===== src/rtl/serial_ripple_subtractor.sv =====
// serial_ripple_subtractor
//   Bit-serial unsigned subtractor: Diff = (A - B - Bin) mod 2^WIDTH and
//   Bout = (A < B + Bin), produced one bit per clock, LSB first, through a
//   single registered full-subtractor cell. One operation in flight at a time.
//
// Ports
//   clk        rising-edge clock
//   rst        synchronous active-high reset
//   in_valid   operands A, B, Bin valid
//   in_ready   block can accept operands (IDLE and not in reset)
//   A, B       minuend / subtrahend, unsigned, WIDTH bits
//   Bin        borrow-in
//   out_valid  Diff/Bout hold a completed result (DONE)
//   out_ready  consumer accepts result
//   Diff       result, WIDTH bits, registered
//   Bout       borrow-out, registered
//
// state | meaning
// IDLE  | waiting for operands, in_ready=1
// RUN   | shifting one bit per clock through the subtractor cell
// DONE  | result presented, out_valid=1, waiting for out_ready

module serial_ripple_subtractor #(
  parameter int WIDTH = 4
) (
  input  logic             clk,
  input  logic             rst,
  input  logic             in_valid,
  output logic             in_ready,
  input  logic [WIDTH-1:0] A,
  input  logic [WIDTH-1:0] B,
  input  logic             Bin,
  output logic             out_valid,
  input  logic             out_ready,
  output logic [WIDTH-1:0] Diff,
  output logic             Bout
);

  localparam int CW = (WIDTH > 1) ? $clog2(WIDTH) : 1;
  localparam logic [CW-1:0] CNT_LAST = CW'(WIDTH - 1);

  typedef enum logic [1:0] {
    IDLE = 2'd0,
    RUN  = 2'd1,
    DONE = 2'd2
  } state_t;

  state_t state, state_nxt;

  logic [WIDTH-1:0] a_sr, b_sr, d_sr;
  logic             br;
  logic [CW-1:0]    cnt;

  logic             a_bit, b_bit, d_bit, br_nxt;
  logic [WIDTH-1:0] d_shift;

  // Full-subtractor cell on the current LSBs
  assign a_bit  = a_sr[0];
  assign b_bit  = b_sr[0];
  assign d_bit  = a_bit ^ b_bit ^ br;
  assign br_nxt = (~a_bit & b_bit) | (~(a_bit ^ b_bit) & br);

  // Result register fills from the MSB end; written as a shift/or so it also
  // holds for WIDTH=1, where there is no d_sr[WIDTH-1:1] slice.
  assign d_shift = (d_sr >> 1) | (WIDTH'(d_bit) << (WIDTH - 1));

  // State register
  always_ff @(posedge clk) begin
    if (rst) state <= IDLE;
    else     state <= state_nxt;
  end

  // Next-state logic
  always_comb begin
    state_nxt = state;
    case (state)
      IDLE:    if (in_valid)        state_nxt = RUN;
      RUN:     if (cnt == CNT_LAST) state_nxt = DONE;
      DONE:    if (out_ready)       state_nxt = IDLE;
      default:                      state_nxt = IDLE;
    endcase
  end

  // Handshake outputs decode straight from state; in_ready is also masked
  // by rst so nothing is accepted while reset is held.
  always_comb begin
    in_ready  = (state == IDLE) && !rst;
    out_valid = (state == DONE);
  end

  // Datapath
  always_ff @(posedge clk) begin
    if (rst) begin
      a_sr <= '0;
      b_sr <= '0;
      d_sr <= '0;
      br   <= 1'b0;
      cnt  <= '0;
      Diff <= '0;
      Bout <= 1'b0;
    end else begin
      case (state)
        IDLE: begin
          if (in_valid) begin
            a_sr <= A;
            b_sr <= B;
            br   <= Bin;
            d_sr <= '0;
            cnt  <= '0;
          end
        end
        RUN: begin
          a_sr <= a_sr >> 1;
          b_sr <= b_sr >> 1;
          d_sr <= d_shift;
          br   <= br_nxt;
          cnt  <= cnt + 1'b1;
          if (cnt == CNT_LAST) begin
            Diff <= d_shift;
            Bout <= br_nxt;
          end
        end
        default: ;
      endcase
    end
  end

endmodule


===== config.mk =====
export PLATFORM = sky130hd
export DESIGN_NAME = serial_ripple_subtractor
export DESIGN_NICKNAME = d
export VERILOG_FILES = /design/src/rtl/serial_ripple_subtractor.sv
export SDC_FILE = /design/constraint.sdc
export NUM_CORES = 1
export LEC_CHECK = 0
export BUFFER_PORTS_ARGS = -buffer_cell sky130_fd_sc_hd__buf_2
export CORE_MARGIN = 5
export CORE_UTILIZATION = 40
export CTS_BUF_LIST = sky130_fd_sc_hd__clkbuf_2 sky130_fd_sc_hd__clkbuf_4 sky130_fd_sc_hd__clkbuf_8
export CTS_CLUSTER_SIZE = 40
export DETAILED_ROUTE_END_ITERATION = 16
export SLEW_MARGIN = 40
export SYNTH_ARGS = -nofsm -noshare
export SYNTH_HDL_FRONTEND = slang
export SYNTH_SLANG_ARGS = --single-unit

===== constraint.sdc =====
create_clock -name clk -period 1.2 [get_ports clk]
set_input_delay 0.18 -clock clk [delete_from_list [all_inputs] [get_ports clk]]
set_output_delay 0.18 -clock clk [all_outputs]
set_load 0.05 [all_outputs]

==> qor.yml, run 1 <==
run_status:
  status: "finished, violations left"
  violations: "setup timing"
drt:
  finalWirelength_um: 2250
  vias: 821
  drc: 0
  first_pass_iters: 4
  drt_iter0_drc: 14
  vias_per_cell: 5.04
  wl_per_cell_um: 13.8
  ant_nets: 0
synthesis:
  syn_area_per_cell_um2: 9.07
  synthMostInstantiatedCell: "dfxtp_1"
  synth_top_area_cell: "dfxtp_1"
  synth_fp_nets: 117
  synth-seq-cells: 21
  synth_flop_cell: "dfxtp_1"
  syn-cell-area_um2: 925
  synth_edf_count: 0
  synthCells: 102
  async_flop_share: 0
  yosysWarningCount: 0
  synth_commonest_cells: "dfxtp_1, a21oi_1, nor2_1"
  seq_area_frac_synth: 0.455
  synth_cell_type_count: 26
  synth.top_cells.by_area: "dfxtp_1, a21oi_1, a22oi_1"
  yosysTopAreaCellShare: 0.455
place:
  placed_cell_area_um2: 1090
  port_buffers: 19
  gp_congestion: 0.706
  dpl.hpwl_um: 1470
sta:
  fin_ws_ns: -0.121
  skew_ns: 0.00596
  setup_viol: 6
  slew_violations: 0
  worst_slew_pin_slew_ns: 0.356
  maxSlewHeadroom: 0.763
  fin_crit_ns: 1.32
  setup_tns_ns: -0.300
  finalCritPeriodShare: 1.10
  hold_ws_ns: 0.0981
  timing.fmax_ghz: 0.757
  rsz0062_at_grt: "yes"
  finalHoldViolations: 0
flow_run:
  drv_cap: 0
floorplanning:
  die_height_um: 58.1
  start_util: 0.418
  die_width_um: 58.1
  dieArea_um2: 3370
  ios: 20
  core_area_um2: 2210
  rows: 17
power_and_ir_drop:
  peakVddDrop_uv: 734
  power.leakage_uw: 0.000541
  power_uw: 1380
  power_density_nw_per_um2: 1080
cts:
  cts_buffer_depth: 2
  ctsHtreeMaxLevel: 1
  worstSkewPairLatency_ns: 0.31
  root_buffer: "clkbuf_4"
  cts_buffers: 3
  cts_tree: "yes"
  clk_pin_slew_ns: 0.12
  cts_sinks: 21
worst_setup_path:
  end_kind: "output port"
  r2r_end: "d_sr[3]"
  regToRegStartpoint: "a_sr[0]"
  path_max_fanout: 3
  ff2ff_setup_slack_ns: -0.07
  cp-start-kind: "register"
  arrival_ns: 1.14
  r2r_cells: 3
  cp.required_ns: 1.02
  path_class: "register to output port"
worst_hold_path:
  worstHoldStart: "A[3]"
  min_path_type: "primary input to register"
  hold_depth: 3
  min_delay_worst_endpoint: "a_sr[3]"
global_route:
  antenna_found_initial: 0
  grt_max_degree: 17
  overflow: 0
  grt_pass1_wl_um: 3600
  grt_use_total: 0.136
  first_global_vias: 800
finish:
  finish.net_count: 151
  utilization: 0.581
  layout-drive-gt1-share: 0.489
  multiInputGateArea_um2: 480
  antenna_cells_inserted: 0
  regArea_um2: 433
  fillers: 210
  fin_area_um2: 1290
  area_growth_pct: 39.1
cells in the final DEF (no fill, tap or decap), types with 2 or more instances in the layout:
master	count
nand2_1	4
dfxtp_4	3
nor2b_4	2
a21oi_1	11
o21ai_2	2
nor2_1	8
buf_6	9
buf_4	10
a211oi_1	2
inv_1	9
dfxtp_1	17
buf_2	17
or3b_4	2
nand3_1	4
a22oi_1	5
a221o_1	2
clkbuf_4	3
o221a_2	4
nor2_2	3
a21oi_2	2
state kept, by name, summed over array words and instances (netlist names):
register,flops
Bout,1
Diff,4
a_sr,4
b_sr,4
br,1
cnt,2
d_sr,3
state,2
per-layer routing:
| metal | part of all wire | up-vias | global-route usage |
|---|---|---|---|
| li1 | - | 428 | - |
| met1 | 0.46 | 376 | 0.174 |
| met2 | 0.49 | 15 | 0.219 |
| met3 | 0.036 | 2 | 0.0267 |
| met4 | 0.013 | 0 | 0.0629 |
| met5 | 0 | - | 0 |
area by class of cell:
class                   count  area share
clock buffers               3      0.0175
well taps                  28      0.0272
inverters                   9      0.0263
flip-flops and latches     21       0.337
multi-input cells          64       0.374
repair buffers             37       0.215
clock inverters             1     0.00389
how the worst max path moves through the flow:
| stage | depth (start not counted) | startpoint | slack (ns) | to |
|---|---|---|---|---|
| 2_1_floorplan | 2 | state[1] | 0.02 | in_ready |
| 3_3_place_gp | 4 | b_sr[0] | -0.03 | d_sr[3] |
| 3_5_place_dp | 4 | b_sr[0] | -0.03 | d_sr[3] |
| 4_1_cts | 3 | state[0] | -0.13 | in_ready |
| 5_1_grt | 3 | state[1] | -0.17 | in_ready |
| 6_report | 3 | state[1] | -0.12 | in_ready |
critical path: stages, from the launching register on:
cell     delay, ns
dfxtp_4       0.37
buf_6         0.12
nor3_4        0.17
buf_6         0.18
where the power goes:
| group | internal [µW] | switching, µW |
|---|---|---|
| registers | 732 | 26.4 |
| logic | 144 | 134 |
| clock network | 125 | 223 |
| total | 1000 | 383 |
cells by family after synthesis:
group	after synthesis	share of synthesized area
fa+ha+maj	2	0.0352
flops	21	0.455
simple gates	29	0.164
buf+inv	17	0.0961
compound gates	33	0.250
through the flow:
step           cells  setup slack, ns
2_1_floorplan    102           0.0168
3_3_place_gp     149          -0.0268
3_5_place_dp     149          -0.0317
4_1_cts          160           -0.132
5_1_grt          163           -0.172
6_report         163           -0.121
timing repair:
item                       CTS  global route
setup endpoints to repair   13            19
cloned                       1             0
buffers inserted             6             5
pin swaps                    8             7
gates resized for setup     17            20
hold buffers                 0             0
(Power assumes the default switching activity.)
==> run 2: changes to the inputs <==
Settings changed: ABC_AREA set to 1, CORE_UTILIZATION 40 to 50, PLACE_DENSITY set to 0.77, RECOVER_POWER set to 50.
==> run 2 against run 1 <==
Compared with the run above:
- the run still ends with setup timing left
- via count up 19%
- total power increased by 2.1%
- critical path depth unchanged
==> qor.yml, run 2 <==
run_status:
  status: "finished, violations left"  # unchanged
  violations: "setup timing"  # unchanged
global_route:
  met2_usage: 0.273  # was 0.219
  first_global_vias: 857  # was 800
  gr-max-usage-layer: "met2"  # unchanged
  grt_max_degree: 14  # was 17
  grt_use_total: 0.166  # was 0.136
  overflow: 0  # unchanged
  globalRouteMet1Util: 0.213  # was 0.174
  antenna_found_initial: 0  # unchanged
  grtUsageMet3: 0.0245  # was 0.0267
  grt_pass1_wl_um: 3550  # was 3600 µm
sta:
  hold_ws_ns: 0.121  # was 0.0981 ns
  maxSlewHeadroom: 0.799  # was 0.763
  rsz0062_at_grt: "yes"  # unchanged
  setup_viol: 5  # was 6
  timing.fmax_ghz: 0.756  # was 0.757 GHz
  setup_tns_ns: -0.244  # was -0.300 ns
  fin_ws_ns: -0.122  # was -0.121 ns
  worst_slew_pin_slew_ns: 0.300  # was 0.356 ns
  fin_crit_ns: 1.32  # about the same
  finalCritPeriodShare: 1.10  # about the same
  slew_violations: 0  # unchanged
  finalHoldViolations: 0  # unchanged
  skew_ns: 0.00346  # was 0.00596 ns
synthesis:
  synthSimpleGateAreaFrac: 0.313  # was 0.164
  yosys-mux-area-fraction: 0  # unchanged
  synth_commonest_cells: "nand2_1, inv_1, dfxtp_1"  # was dfxtp_1, a21oi_1, nor2_1
  synth_flop_cell: "dfxtp_1"  # unchanged
  synth_top_area_cell: "dfxtp_1"  # unchanged
  seq_area_frac_synth: 0.424  # was 0.455
  yosysWarningCount: 0  # unchanged
  async_flop_share: 0  # unchanged
  syn_area_per_cell_um2: 6.57  # was 9.07 µm²
  syn-cell-area_um2: 992  # was 925 µm²
  synth-seq-cells: 21  # unchanged
  synth_compound_gate_area_share: 0.0895  # was 0.250
  synth.top_cells.by_area: "dfxtp_1, nand2_1, inv_1"  # was dfxtp_1, a21oi_1, a22oi_1
  synth_cell_type_count: 19  # was 26
  synth_top_family_by_area: "simple AND/OR/NAND/NOR gates"  # was compound AO/OA/AOI/OAI gates
  synth_edf_count: 0  # unchanged
  synthMostInstantiatedCell: "nand2_1"  # was dfxtp_1
  yosysTopAreaCellShare: 0.424  # was 0.455
  synthCells: 151  # was 102
  synthXorXnorAreaFrac: 0  # unchanged
  synth_fp_nets: 166  # was 117
  synth_fa_ha_area_frac: 0.0328  # was 0.0352
worst_setup_path:
  cp.required_ns: 1.02  # about the same
  path_cells: "buf_6, nor3_4, buf_6"  # unchanged
  cp-start-kind: "register"  # unchanged
  path_buf_inv: 2  # unchanged
  r2r_cells: 6  # was 3
  end_kind: "output port"  # unchanged
  path_max_fanout: 3  # unchanged
  max_stage_delay_ns: 0.37  # about the same
  path_class: "register to output port"  # unchanged
  regToRegStartpoint: "state[0]"  # was a_sr[0]
  crit_family: "flip-flops"  # unchanged
  ff2ff_setup_slack_ns: -0.02  # was -0.07 ns
  arrival_ns: 1.14  # about the same
  cpMostUsedCell: "buf_6"  # unchanged
  cpMaxStageDelayCell: "dfxtp_4"  # unchanged
  r2r_end: "a_sr[0]"  # was d_sr[3]
cts:
  clk_pin_slew_ns: 0.11  # was 0.12 ns
  cts_buffers: 3  # unchanged
  root_buffer: "clkbuf_4"  # unchanged
  worstSkewPairLatency_ns: 0.30  # was 0.31 ns
  cts_sinks: 21  # unchanged
  cts_tree: "yes"  # unchanged
  ctsHtreeMaxLevel: 1  # unchanged
  cts_buffer_depth: 2  # unchanged
floorplanning:
  core_area_um2: 1920  # was 2210 µm²
  die_width_um: 54.5  # was 58.1 µm
  start_util: 0.516  # was 0.418
  dieArea_um2: 2980  # was 3370 µm²
  rows: 16  # was 17
  ios: 20  # unchanged
  die_height_um: 54.5  # was 58.1 µm
power_and_ir_drop:
  netSwitchingFraction: 0.276  # was 0.277
  peakVddDrop_uv: 825  # was 734 µV
  power.leakage_uw: 0.000661  # was 0.000541 µW
  p_clk_frac: 0.255  # was 0.251
  p_seq_frac: 0.535  # was 0.548
  p_int_uw: 1020  # was 1000 µW
  p_sw_uw: 390  # was 383 µW
  combPwrFrac: 0.210  # was 0.201
  power_density_nw_per_um2: 1050  # was 1080 nW/µm²
finish:
  layout-drive-gt1-share: 0.290  # was 0.489
  utilization: 0.699  # was 0.581
  mostFrequentLayoutCells: "nand2_1, inv_1, dfxtp_1, nor2_1, buf_2"  # was dfxtp_1, buf_2, a21oi_1
  fin_area_um2: 1340  # was 1290 µm²
  antenna_cells_inserted: 0  # unchanged
  reg_top3: "Diff (4), a_sr (4), b_sr (4)"  # unchanged
  finish.net_count: 199  # was 151
  area_growth_pct: 35.4  # was 39.1%
  final_common_cell: "nand2_1"
place:
  placed_cell_area_um2: 1190  # was 1090 µm²
  gp_congestion: 0.800  # was 0.706
  dpl.hpwl_um: 1550  # was 1470 µm
  port_buffers: 19  # unchanged
drt:
  drt_iter0_drc: 28  # was 14
  vias_per_cell: 4.67  # was 5.04
  vias: 981  # was 821
  first_pass_iters: 4  # unchanged
  drc: 0  # unchanged
  ant_nets: 0  # unchanged
  finalWirelength_um: 2290  # was 2250 µm
  wl_per_cell_um: 10.9  # was 13.8 µm
worst_hold_path:
  min_path_type: "primary input to register"  # unchanged
  worstHoldStart: "rst"  # was A[3]
  min_delay_worst_endpoint: "cnt[1]"  # was a_sr[3]
  hold_depth: 2  # was 3
flow_run:
  drv_cap: 0  # unchanged
-- run 2: cell count changes in the layout (fill, tap and decap cells not counted), sizes merged, moves of 4 or more --
cell	before	now
nand2	5	53
inv	9	28
buf	37	27
nor2	11	20
a22oi	6	0
clkbuf	3	9
o221a	4	0
-- run 2: power by group through the flow --
stage          clock [µW]  sequential, µW  combinational (µW)
2_1_floorplan           0             768                 166
3_3_place_gp            0             770                 231
3_5_place_dp            0             772                 238
4_1_cts               370             753                 255
5_1_grt               392             761                 331
6_report              361             756                 296
-- run 2: how the worst max path moves through the flow --
stage          slack (ns)       end  startpoint  cells past startpoint
2_1_floorplan        0.04  in_ready    state[0]                      2
3_3_place_gp         0.05   Diff[3]     a_sr[0]                      5
3_5_place_dp         0.03   Diff[3]     a_sr[0]                      5
4_1_cts             -0.14  in_ready    state[0]                      3
5_1_grt             -0.16  in_ready    state[0]                      3
6_report            -0.12  in_ready    state[0]                      3
-- run 2: cell families after synthesis --
kind of cell             after synthesis
flip-flops                            21
buffers and inverters                 33
AO/OA/AOI/OAI                         17
AND/OR/NAND/NOR                       78
adder cells (fa/ha/maj)                2
-- run 2: final cells by class --
cell class / instances / area [µm²]
Fill cell: 160 / 578
Multi-Input combinational cell: 97 / 484
Sequential cell: 21 / 428
Timing Repair Buffer: 32 / 259
Inverter: 29 / 109
Tap cell: 27 / 33.8
Clock buffer: 4 / 30.0
-- run 2: metal layers --
layer	up-vias	routed length (µm)
met4	0	72
met5	-	0
li1	508	-
met1	436	975
met2	30	1130
met3	7	113
-- run 2: per-stage QoR --
stage	setup WS [ns]	power [µW]	instances
floorplan	0.0432	934	151
global placement	0.0521	1000	200
detailed placement	0.0283	1010	200
CTS	-0.137	1380	205
global route	-0.157	1480	210
finish	-0.122	1410	210
-- run 2: what timing repair did --
action | 4_1_cts | 5_1_grt
hold buffers | 0 | 0
gates resized for setup | 9 | 13
gates cloned | 0 | 1
pin swaps | 2 | 4
setup endpoints to repair | 2 | 20
buffers inserted | 1 | 4
==> run 3: changes to the inputs <==
Settings changed: CORE_UTILIZATION 50 to 45, PLACE_DENSITY 0.77 to 0.7.
==> run 3 against run 2 <==
Compared with the run above:
- the run still ends with setup timing left
- register-to-register slack is essentially flat
- flip-flop and latch count is the same
- sequential share of layout area grew 1.1 points
- clock power grew 3%
- combinational power shrank 11%
- fmax grew 1.2%
- cell count shrank 0.95%
- first-iteration DRC count shrank 46%
- die area grew 9.0%
==> qor.yml, run 3 (same netlist as run 2, synthesis figures left out) <==
run_status:
  status: "finished, violations left"  # unchanged
  violations: "setup timing"  # unchanged
worst_setup_path:
  cp-start-kind: "register"  # unchanged
  cp-startpoint: "state[1]"  # was state[0]
  regToRegStartpoint: "state[0]"  # unchanged
  cp.required_ns: 1.02  # about the same
  path_max_fanout: 2  # was 3
  arrival_ns: 1.13  # was 1.14 ns
  path_class: "register to output port"  # unchanged
  end_kind: "output port"  # unchanged
floorplanning:
  die_height_um: 57.0  # was 54.5 µm
  rows: 17  # was 16
  dieArea_um2: 3240  # was 2980 µm²
  ios: 20  # unchanged
  die_width_um: 57.0  # was 54.5 µm
  core_area_um2: 2150  # was 1920 µm²
  start_util: 0.462  # was 0.516
drt:
  finalWirelength_um: 2170  # was 2290 µm
  wl_per_cell_um: 10.5  # was 10.9 µm
  ant_nets: 0  # unchanged
  drc: 0  # unchanged
  vias_per_cell: 4.63  # was 4.67
  vias: 964  # was 981
  first_pass_iters: 6  # was 4
  drt_iter0_drc: 15  # was 28
cts:
  cts_hold_buf: 0  # unchanged
  root_buffer: "clkbuf_4"  # unchanged
  clk_pin_slew_ns: 0.12  # was 0.11 ns
  cts_buffer_depth: 2  # unchanged
  worstSkewPairLatency_ns: 0.31  # was 0.30 ns
  cts_buffers: 3  # unchanged
  ctsHtreeMaxLevel: 1  # unchanged
  cts_sinks: 21  # unchanged
  cts_tree: "yes"  # unchanged
global_route:
  grt_max_degree: 20  # was 14
  overflow: 0  # unchanged
  grt_pass1_wl_um: 3670  # was 3550 µm
  antenna_found_initial: 0  # unchanged
  first_global_vias: 927  # was 857
  grt_use_total: 0.143  # was 0.166
finish:
  finish.net_count: 196  # was 199
  reg_top3: "Diff (4), a_sr (4), b_sr (4)"  # unchanged
  area_growth_pct: 31.0  # was 35.4%
  final_common_cell: "nand2_1"  # unchanged
  layout-drive-gt1-share: 0.294  # was 0.290
  antenna_cells_inserted: 0  # unchanged
  mostFrequentLayoutCells: "nand2_1, inv_1, dfxtp_1"  # was nand2_1, inv_1, dfxtp_1, nor2_1, buf_2
  fin_area_um2: 1300  # was 1340 µm²
  fillers: 199  # was 160
sta:
  fin_ws_ns: -0.107  # was -0.122 ns
  timing.fmax_ghz: 0.765  # was 0.756 GHz
  fin_crit_ns: 1.31  # was 1.32 ns
  rsz0062_at_grt: "yes"  # unchanged
  worst_slew_pin_slew_ns: 0.279  # was 0.300 ns
  slew_violations: 0  # unchanged
  skew_ns: 0.00492  # was 0.00346 ns
  finalCritPeriodShare: 1.09  # was 1.10
  maxSlewHeadroom: 0.813  # was 0.799
  setup_viol: 3  # was 5
  finalHoldViolations: 0  # unchanged
worst_hold_path:
  worstHoldStart: "out_ready"  # was rst
  min_path_type: "primary input to register"  # unchanged
place:
  port_buffers: 19  # unchanged
  gp_congestion: 0.777  # was 0.800
  place_ws_ns: 0.0196  # was 0.0283 ns
  placed_cell_area_um2: 1180  # was 1190 µm²
  dpl.hpwl_um: 1560  # was 1550 µm
power_and_ir_drop:
  peakVddDrop_uv: 557  # was 825 µV
  power_density_nw_per_um2: 1070  # was 1050 nW/µm²
  power.leakage_uw: 0.000637  # was 0.000661 µW
flow_run:
  drv_cap: 0  # unchanged
## run 3: power breakdown
part           internal [µW]  switching (µW)  leakage (µW)  total (µW)
sequential               736            20.7      0.000174         756
clock                    152             220     0.0000184         372
combinational            114             150      0.000445         263
total                   1000             390      0.000637        1390
## run 3: area by class of cell
class                           count  area [µm²]  area share
Multi-Input combinational cell     97         490       0.377
Sequential cell                    21         428       0.329
Tap cell                           28        35.0      0.0269
Inverter                           29         111      0.0857
Clock buffer                        4        30.0      0.0231
Timing Repair Buffer               29         205       0.158
## run 3: worst max-delay path, stage by stage, from the launching register on
cell and delay (ns):
dfxtp_2 0.36, buf_6 0.12, nor3_4 0.16, buf_6 0.18
## run 3: worst paths after layout
check	to	slack, ns	cells past startpoint
worst min register to register	b_sr[3]	0.48	2
worst max register to register	a_sr[3]	-0.01	5
worst max-delay path	in_ready	-0.11	3
worst min-delay path	state[1]	0.11	4
## run 3: what timing repair did
action | CTS | global route
pin swaps | 1 | 6
buffers inserted | 2 | 1
hold endpoints to repair | 0 | 0
setup endpoints to repair | 2 | 21
gates resized for setup | 8 | 20
## run 3: layer usage
layer  vias up  global-route usage  wire [µm]
met4         0              0.0695         39
li1        506                   -          -
met2        21               0.272       1100
met5         -                   0          0
met1       432               0.148        953
met3         5              0.0271         82
## run 3: per-stage QoR
| step | power [µW] | instances | TNS [ns] | util | hold slack [ns] |
|---|---|---|---|---|---|
| after floorplan | 934 | 151 | 0 | - | 0.249 |
| after global placement | 1010 | 202 | 0 | 0.550 | 0.445 |
| after detailed placement | 1010 | 202 | 0 | 0.550 | 0.454 |
| after CTS | 1380 | 207 | -0.106 | 0.578 | 0.104 |
| after global routing | 1480 | 208 | -1.13 | 0.605 | 0.122 |
| final | 1390 | 208 | -0.152 | 0.605 | 0.111 |
